`src/rtl/riscv_pkg.sv`:
```
// Shared RV32I opcode constants, instruction-format enum and format decode helpers.
package riscv_pkg;

  localparam logic [6:0] OP_R      = 7'b0110011;
  localparam logic [6:0] OP_IMM    = 7'b0010011;
  localparam logic [6:0] OP_LOAD   = 7'b0000011;
  localparam logic [6:0] OP_JALR   = 7'b1100111;
  localparam logic [6:0] OP_STORE  = 7'b0100011;
  localparam logic [6:0] OP_BRANCH = 7'b1100011;
  localparam logic [6:0] OP_LUI    = 7'b0110111;
  localparam logic [6:0] OP_AUIPC  = 7'b0010111;
  localparam logic [6:0] OP_JAL    = 7'b1101111;

  typedef enum logic [2:0] {
    FMT_R,
    FMT_I,
    FMT_S,
    FMT_B,
    FMT_U,
    FMT_J
  } fmt_e;

  // Unlisted opcodes fall back to R-type so the packer always produces a word.
  function automatic fmt_e decode_fmt(input logic [6:0] op);
    case (op)
      OP_IMM, OP_LOAD, OP_JALR: return FMT_I;
      OP_STORE:                 return FMT_S;
      OP_BRANCH:                return FMT_B;
      OP_LUI, OP_AUIPC:         return FMT_U;
      OP_JAL:                   return FMT_J;
      default:                  return FMT_R;
    endcase
  endfunction

  function automatic logic is_listed(input logic [6:0] op);
    case (op)
      OP_R, OP_IMM, OP_LOAD, OP_JALR, OP_STORE,
      OP_BRANCH, OP_LUI, OP_AUIPC, OP_JAL: return 1'b1;
      default:                             return 1'b0;
    endcase
  endfunction

endpackage

```
`src/rtl/instr_field_packer.sv`:
```
// Combinational RV32I packer: scatters register/func fields and the immediate
// into the 32-bit instruction word according to the opcode's format.
module instr_field_packer
  import riscv_pkg::*;
(
  input  logic [6:0]  opcode,
  input  logic [4:0]  rd,
  input  logic [4:0]  rs1,
  input  logic [4:0]  rs2,
  input  logic [2:0]  func3,
  input  logic [6:0]  func7,
  input  logic [31:0] imm,
  output logic [31:0] instr
);

  fmt_e fmt;

  // NOTE: every output of a combinational block gets a default first, so no path infers a latch.
  always_comb begin
    fmt   = decode_fmt(opcode);
    instr = '0;
    case (fmt)
      FMT_I: begin
        // Immediate shifts carry func7 in the upper slot and a 5-bit shamt.
        if (opcode == OP_IMM && (func3 == 3'b001 || func3 == 3'b101))
          instr = {func7, imm[4:0], rs1, func3, rd, opcode};
        else
          instr = {imm[11:0], rs1, func3, rd, opcode};
      end
      FMT_S:   instr = {imm[11:5], rs2, rs1, func3, imm[4:0], opcode};
      FMT_B:   instr = {imm[12], imm[10:5], rs2, rs1, func3, imm[4:1], imm[11], opcode};
      FMT_U:   instr = {imm[31:12], rd, opcode};
      FMT_J:   instr = {imm[20], imm[10:1], imm[11], imm[19:12], rd, opcode};
      default: instr = {func7, rs2, rs1, func3, rd, opcode};
    endcase
  end

endmodule

```
`src/rtl/instr_encoder.sv`:
```
// RV32I instruction encoder: packs field tuples into words, tags them with a
// running address and queues them in a DEPTH-entry buffer.
// Optional feature macro: ENCODER_ILLEGAL_CHECK_EN (adds err, drops unlisted opcodes).
module instr_encoder
  import riscv_pkg::*;
#(
  parameter int unsigned DEPTH     = 2,
  parameter logic [31:0] BASE_ADDR = 32'h0000_0000
) (
  input  logic        clk,
  input  logic        rst_n,
  input  logic        in_valid,
  output logic        in_ready,
  input  logic [6:0]  in_opcode,
  input  logic [4:0]  in_rd,
  input  logic [4:0]  in_rs1,
  input  logic [4:0]  in_rs2,
  input  logic [2:0]  in_func3,
  input  logic [6:0]  in_func7,
  input  logic [31:0] in_imm,
  output logic        out_valid,
  input  logic        out_ready,
  output logic [31:0] out_instr,
  output logic [31:0] out_addr
`ifdef ENCODER_ILLEGAL_CHECK_EN
  ,
  output logic        err
`endif
);

  localparam int unsigned PW = (DEPTH > 1) ? $clog2(DEPTH) : 1;
  localparam int unsigned CW = PW + 1;
  localparam logic [CW-1:0] FULL = CW'(DEPTH);

  logic [31:0]   packed_word;
  logic [31:0]   mem_instr [DEPTH];
  logic [31:0]   mem_addr  [DEPTH];
  logic [PW-1:0] wr_ptr;
  logic [PW-1:0] rd_ptr;
  logic [CW-1:0] count;
  logic [CW-1:0] count_next;
  logic [31:0]   addr_q;
  logic          accept;
  logic          push;
  logic          pop;

  instr_field_packer u_packer (
    .opcode (in_opcode),
    .rd     (in_rd),
    .rs1    (in_rs1),
    .rs2    (in_rs2),
    .func3  (in_func3),
    .func7  (in_func7),
    .imm    (in_imm),
    .instr  (packed_word)
  );

  assign accept = in_valid && in_ready;

`ifdef ENCODER_ILLEGAL_CHECK_EN
  logic listed;
  assign listed = is_listed(in_opcode);
  assign push   = accept && listed;

  always_ff @(posedge clk or negedge rst_n) begin
    if (!rst_n) err <= 1'b0;
    else        err <= accept && !listed;
  end
`else
  assign push = accept;
`endif

  assign out_valid = (count != '0);
  assign pop       = out_valid && out_ready;

  always_comb begin
    count_next = count;
    case ({push, pop})
      2'b10:   count_next = count + CW'(1);
      2'b01:   count_next = count - CW'(1);
      default: count_next = count;
    endcase
  end

  // in_ready is a flop fed from next occupancy: no combinational path from
  // out_ready, so a pop while full only frees the slot for the next cycle.
  // NOTE: state registers use non-blocking assignments so every flop samples pre-edge values.
  always_ff @(posedge clk or negedge rst_n) begin
    if (!rst_n) begin
      count    <= '0;
      wr_ptr   <= '0;
      rd_ptr   <= '0;
      addr_q   <= BASE_ADDR;
      in_ready <= 1'b0;
    end else begin
      count    <= count_next;
      in_ready <= (count_next < FULL);
      if (push) begin
        wr_ptr <= wr_ptr + PW'(1);
        addr_q <= addr_q + 32'd4;
      end
      if (pop) rd_ptr <= rd_ptr + PW'(1);
    end
  end

  // NOTE: buffer storage has no reset; stale entries are masked by out_valid below.
  always_ff @(posedge clk) begin
    if (push) begin
      mem_instr[wr_ptr] <= packed_word;
      mem_addr[wr_ptr]  <= addr_q;
    end
  end

  assign out_instr = out_valid ? mem_instr[rd_ptr] : '0;
  assign out_addr  = out_valid ? mem_addr[rd_ptr]  : '0;

endmodule
```
`config.mk`:
```
export PLATFORM = sky130hd
export DESIGN_NAME = instr_encoder
export DESIGN_NICKNAME = d
export VERILOG_FILES = /design/src/rtl/riscv_pkg.sv /design/src/rtl/instr_field_packer.sv /design/src/rtl/instr_encoder.sv
export SDC_FILE = /design/constraint.sdc
export NUM_CORES = 1
export LEC_CHECK = 0
export CORE_MARGIN = 2
export CORE_UTILIZATION = 25
export DETAILED_ROUTE_END_ITERATION = 7
export SLEW_MARGIN = 15
export SYNTH_ARGS = -nofsm -noshare
export SYNTH_HDL_FRONTEND = slang
export SYNTH_SLANG_ARGS = --single-unit
```
`constraint.sdc`:
```
create_clock -name clk -period 5.16 [get_ports clk]
set_clock_uncertainty 0.2 [all_clocks]
set_input_delay 1.29 -clock clk [delete_from_list [all_inputs] [get_ports clk]]
set_output_delay 1.29 -clock clk [all_outputs]
set_load 0.01 [all_outputs]
```
# ---- Yosys cells after proc, flatten, opt, wreduce, memory -nomap -nowiden
# Memories as Yosys holds them, arrays and structs flattened.
# Index checks and enable logic that the tools add are counted.
dict set report op_classes {
  n_reduce_logical 7
  eq_ne 17
  add_sub_neg 5
  muxes 8
  order_cmp 1
}
# op n
set op_table {}
lappend op_table {{one-hot mux 32 bit (5 select lines)} 1}
lappend op_table {{2-to-1 mux 32 bit} 3}
lappend op_table {{adder 32 x 3 -> 32 bit, second input constant} 1}
lappend op_table {{equality test 7 bit, second input constant} 3}
lappend op_table {{one-hot mux 3 bit (5 select lines)} 1}
lappend op_table {{equality test 7 x 5 -> 1 bit, second input constant} 2}
lappend op_table {{equality test 7 x 6 -> 1 bit, second input constant} 2}
lappend op_table {{equality test 3 bit, second input constant} 3}
lappend op_table {{equality test 7 x 2 -> 1 bit, second input constant} 1}
lappend op_table {{equality test 3 x 1 -> 1 bit, second input constant} 2}
lappend op_table {{equality test 3 x 2 -> 1 bit, second input constant} 2}
lappend op_table {{one-hot mux 2 bit (2 select lines)} 1}
lappend op_table {{logical AND 1 bit} 3}
lappend op_table {{OR reduction 3 bit} 1}
lappend op_table {{adder 1 bit, second input constant} 2}
lappend op_table {{adder 2 x 1 -> 2 bit, second input constant} 1}
lappend op_table {{equality test 2 x 1 -> 1 bit, second input constant} 1}
lappend op_table {{equality test 2 bit, second input constant} 1}
lappend op_table {{less-than comparator 2 bit, second input constant} 1}
lappend op_table {{2-to-1 mux 1 bit} 2}
lappend op_table {{nonzero test 2 bit} 1}
lappend op_table {{OR reduction 2 bit} 1}
lappend op_table {{subtractor 2 x 1 -> 2 bit, second input constant} 1}
lappend op_table {{logical OR 1 bit} 1}
dict set report totals {
  regBits 37
  mem_bits_rw 128
  output_inout_bits 66
  memories 2
  elab_cells 45
  inputBits 68
}
# name depth width read_ports rd_ports_with_merged_regs wr line_no
set mem_list {}
lappend mem_list {mem_addr 2 32 1 0 1 instr_encoder.sv:37} ;# logic [31:0] mem_addr [DEPTH];
lappend mem_list {mem_instr 2 32 1 0 1 instr_encoder.sv:36} ;# logic [31:0] mem_instr [DEPTH];

# ---- Longest topological paths before layout
dict set report logic_depth {
  depth_word 5
  mapped_depth 8
  depth_no_buf 8
}

# ---- Modules after synthesis
# From an unflattened synthesis, not the netlist that was laid out.
dict set report unflattened {
  cells_unflattened 497
  area_unflattened_um2 6976.7
}
# mod area_each_um2 cells_each seq_area_each_um2 instances
set modules_own_cells {}
lappend modules_own_cells {instr_encoder 6283.5 410 4599.4 1}
lappend modules_own_cells {instr_field_packer 693.2 87 0.0 1}

# ---- Worst setup path after synthesis
# No wires, ideal clock.
dict set report synth_timing {
  kind {input port to flip-flop}
  from {input in_valid}
  to {memory mem_addr[0][10] (enable)}
  setup_time_ns 0.482
  stages 2
  n_path_buf 0
  path_slack_ns 0.431
  arrival_time_ns 4.046
  t_required_ns 4.478
  path_cell_list {nand2_1 > nor2_1}
}
dict set report synth_via {
  elab_chain_len 3
}
# element line_no
set synth_rtl {}
lappend synth_rtl {{start: declaration} instr_encoder.sv:12} ;# input logic in_valid,
lappend synth_rtl {{logical AND 1 bit} instr_encoder.sv:58} ;# assign accept = in_valid && in_ready;
lappend synth_rtl {{2-to-1 mux 1 bit} instr_encoder.sv:108} ;# if (push) begin
lappend synth_rtl {{2-to-1 mux 1 bit (implied by the code)} instr_encoder.sv:110} ;# mem_addr[wr_ptr] <= addr_q;
lappend synth_rtl {{end: declaration} instr_encoder.sv:37}
# No other way between the ends.

# ---- Worst setup path after layout
dict set report layout_timing {
  from {register count[0]}
  to {output out_addr[3]}
}
dict set report layout_via {
  elab_chain_len 2
}
# element line_no
set layout_rtl {}
lappend layout_rtl {{start: declaration} instr_encoder.sv:40} ;# logic [CW-1:0] count;
lappend layout_rtl {{start signal: assignment} instr_encoder.sv:96} ;# count <= count_next;
lappend layout_rtl {{nonzero test 2 bit} instr_encoder.sv:73} ;# assign out_valid = (count != '0);
lappend layout_rtl {{2-to-1 mux 32 bit} instr_encoder.sv:115} ;# assign out_addr = out_valid ? mem_addr[rd_ptr] : '0;
lappend layout_rtl {{end: declaration} instr_encoder.sv:24} ;# output logic [31:0] out_addr
# No other way between the ends.

==> impl_metrics.toml <==
[placement]
post-place-ws_ps = 1200
gp_congestion = 0.792
dpl.hpwl_mm = 10.8
placed_cell_area_um2 = 8530
numPortBuffers = 131

[worst_setup_path]
worst_path_max_delay_cell = "nor2_4"
critical_path_buf_inv_count = 2
worstPathRequired_ps = 3670
crit_chain = "nor2_4 -> buf_12 -> nor2_1 -> clkdlybuf4s50_1"
path_class = "reg -> out"
worst_ep_arrival_time_ps = 2420
path_delay_family = "buffers and inverters"
max_stage_delay_ps = 620
critPathLaunchType = "register"
cp_max_fo = 35
end_kind = "output pin"

[floorplanning]
die_area_um2 = 28500
coreArea_um2 = 26800
initial_core_util_pct = 25.3
fp.dieH_um = 169
rows = 60
die_width_um = 169
ios = 134

[yosys]
synth.most_common_cell = "edfxtp_1"
ys_seq_elements = 159
synth_common_cells = "edfxtp_1, nor2_1, mux2i_1, dfrtp_1, nand2_1"
synth_area_leaders = "edfxtp_1, dfrtp_1, mux2i_1, nor2_1, xnor2_1"
netlist_area_um2 = 6780
ys_warn_count = 0
yosysTopAreaCellShare_pct = 54.9
synth-edff-count = 124
yosysSeqAreaShare_pct = 67.8
syn_area_per_cell_um2 = 14.0
syn-instance-count = 484
yosys_most_used_dff = "edfxtp_1"
yosys.area.top_type = "edfxtp_1"
ys_async_sr_fraction_pct = 22.0
synth.distinct_cells = 42

[clock_network]
clock_latency_ps = 430
post_cts_buffers = 0
htree_num_levels = 4
root_buffer = "clkbuf_16"
cts_buffer_depth = 2
clk_pin_slew_ps = 70
clock_sinks = 159
hold_buffers = 0
numCtsBuffers = 17
cts_resized = 0
cts_tree = "done"

[timing]
post-route-min-period_ps = 3910
rsz0062_at_grt = "no"
hold_ws_ps = 310
clock.fmax_mhz = 256
setup_violations = 0
drv_slew = 0
relSlewSlack_pct = 39.1
setup_ws_ps = 1250
fin_crit_sh_pct = 75.8
worst_slew_pin_slew_ps = 908
hold_viol = 0
tns_ps = 0

[global_routing]
antenna_found_initial = 0
grt_pass1_wl_mm = 24.8
grt_pass1_vias = 4374
grt_max_degree = 39
grt_usage_pct = 11.5
overflow = 0

[routing]
viasPerCell = 4.43
routed_wl_mm = 16.1
postRouteAntennaNets = 0
avgRoutedWirePerCell_um = 16.5
via_count = 4316
drc = 0
first_pass_iters = 4
drt-initial-drc-count = 353

[pwr]
total_leakage_power_nw = 3.47
irDropWorstVdd_v = 0.000281
total_power_w = 0.00460
power.density_nw_per_um2 = 505

[layout]
fin_nets = 691
stdcell_area_um2 = 9100
syn2layout_area_growth_pct = 34.2
drive_above_1_share_pct = 9.31
num_antenna_cells = 0

[flow_run]
drv_cap = 0

[status]
status = "finished clean"

[hold_path]
hold_class = "reg -> reg"
-- layer usage --
metal  global-route usage (%)  vias to the layer above  wire length (um)
met5                        0                        -                 0
met4                     3.82                        0               270
met3                     3.11                       21              1000
met2                     18.9                      140              7640
met1                     14.8                     2119              7180
li1                         -                     2036                 -
-- final cells by class --
class / instances / area, um2
Timing Repair Buffer: 138 / 1400
Inverter: 16 / 60.1
Clock buffer: 18 / 429
Multi-Input combinational cell: 289 / 2040
Sequential cell: 159 / 4600
Fill cell: 2623 / 17700
Clock inverter: 14 / 148
Tap cell: 341 / 427
-- registers in the layout, indices dropped and copies added (netlist names) --
name,flops
wr_ptr,1
mem_instr,64
rd_ptr,1
in_ready,1
addr_q,30
mem_addr,60
count,2
-- power breakdown --
| part | total (W) | internal (W) | switching, W |
|---|---|---|---|
| logic | 0.00156 | 0.000796 | 0.000763 |
| registers | 0.00179 | 0.00164 | 0.000149 |
| clock network | 0.00125 | 0.000684 | 0.000563 |
-- kinds of logic (layout without fill, tap and decap cells) --
kind of cell    Yosys count  count (layout)  share of synthesized area, %
compound gates           25              25                          3.28
xor+xnor                 34              34                          4.39
fa+ha+maj                 2               2                         0.369
buf+inv                  37             186                          2.47
flops                   159             159                          67.8
mux                      73              73                          10.9
other cells               1               2                        0.0553
simple gates            153             153                          10.7
-- stage by stage --
step | instances | utilization [%]
CTS | 975 | 34.0
detailed placement | 943 | 31.8
floorplan | 485 | -
global placement | 943 | 31.8
finish | 975 | 34.0
global route | 975 | 34.0
-- layout by cell type (no fill, tap or decap), types with 3 or more instances in the layout --
cell type	netlist	routed
a22o_1	4	4
xor2_1	5	5
and4_1	7	7
o221ai_1	6	6
a21o_1	4	4
nor3_1	4	4
clkdlybuf4s50_1	0	131
and3_1	7	6
nor2_1	70	68
nand3_1	17	17
xnor2_1	29	29
inv_6	0	4
nand4_1	7	7
clkbuf_16	0	17
buf_4	3	4
buf_12	0	3
mux2i_1	64	64
inv_1	16	16
inv_8	0	4
edfxtp_1	124	124
dfrtp_1	35	34
mux2_2	9	9
nand2_1	30	30
-- worst reg2reg max path: stages, from the launching register on --
cell	delay, ps
dfrtp_1	430
nor2_4	620
inv_1	130
and2_1	230
ha_1	310
nor2_1	140
xor2_1	190
inv_1	50
-- path summary, 6_finish.rpt --
check / startpoint / endpoint / slack [ps] / cells past startpoint
worst min register to register: addr_q[29]$_DFFE_PN0P_ / addr_q[29]$_DFFE_PN0P_ / 310 / 1
min in group asynchronous: rst_n / addr_q[22]$_DFFE_PN0P_ / 1080 / 2
max in group asynchronous: rst_n / rd_ptr$_DFFE_PN0P_ / 3280 / 2
worst max-delay path: count[0]$_DFFE_PN0N_ / out_addr[3] / 1250 / 4
worst max register to register: count[0]$_DFFE_PN0N_ / in_ready$_DFF_PN0_ / 2740 / 7
worst min-delay path: addr_q[29]$_DFFE_PN0P_ / addr_q[29]$_DFFE_PN0P_ / 310 / 1
No activity file was read; power rests on OpenSTA's default activity.
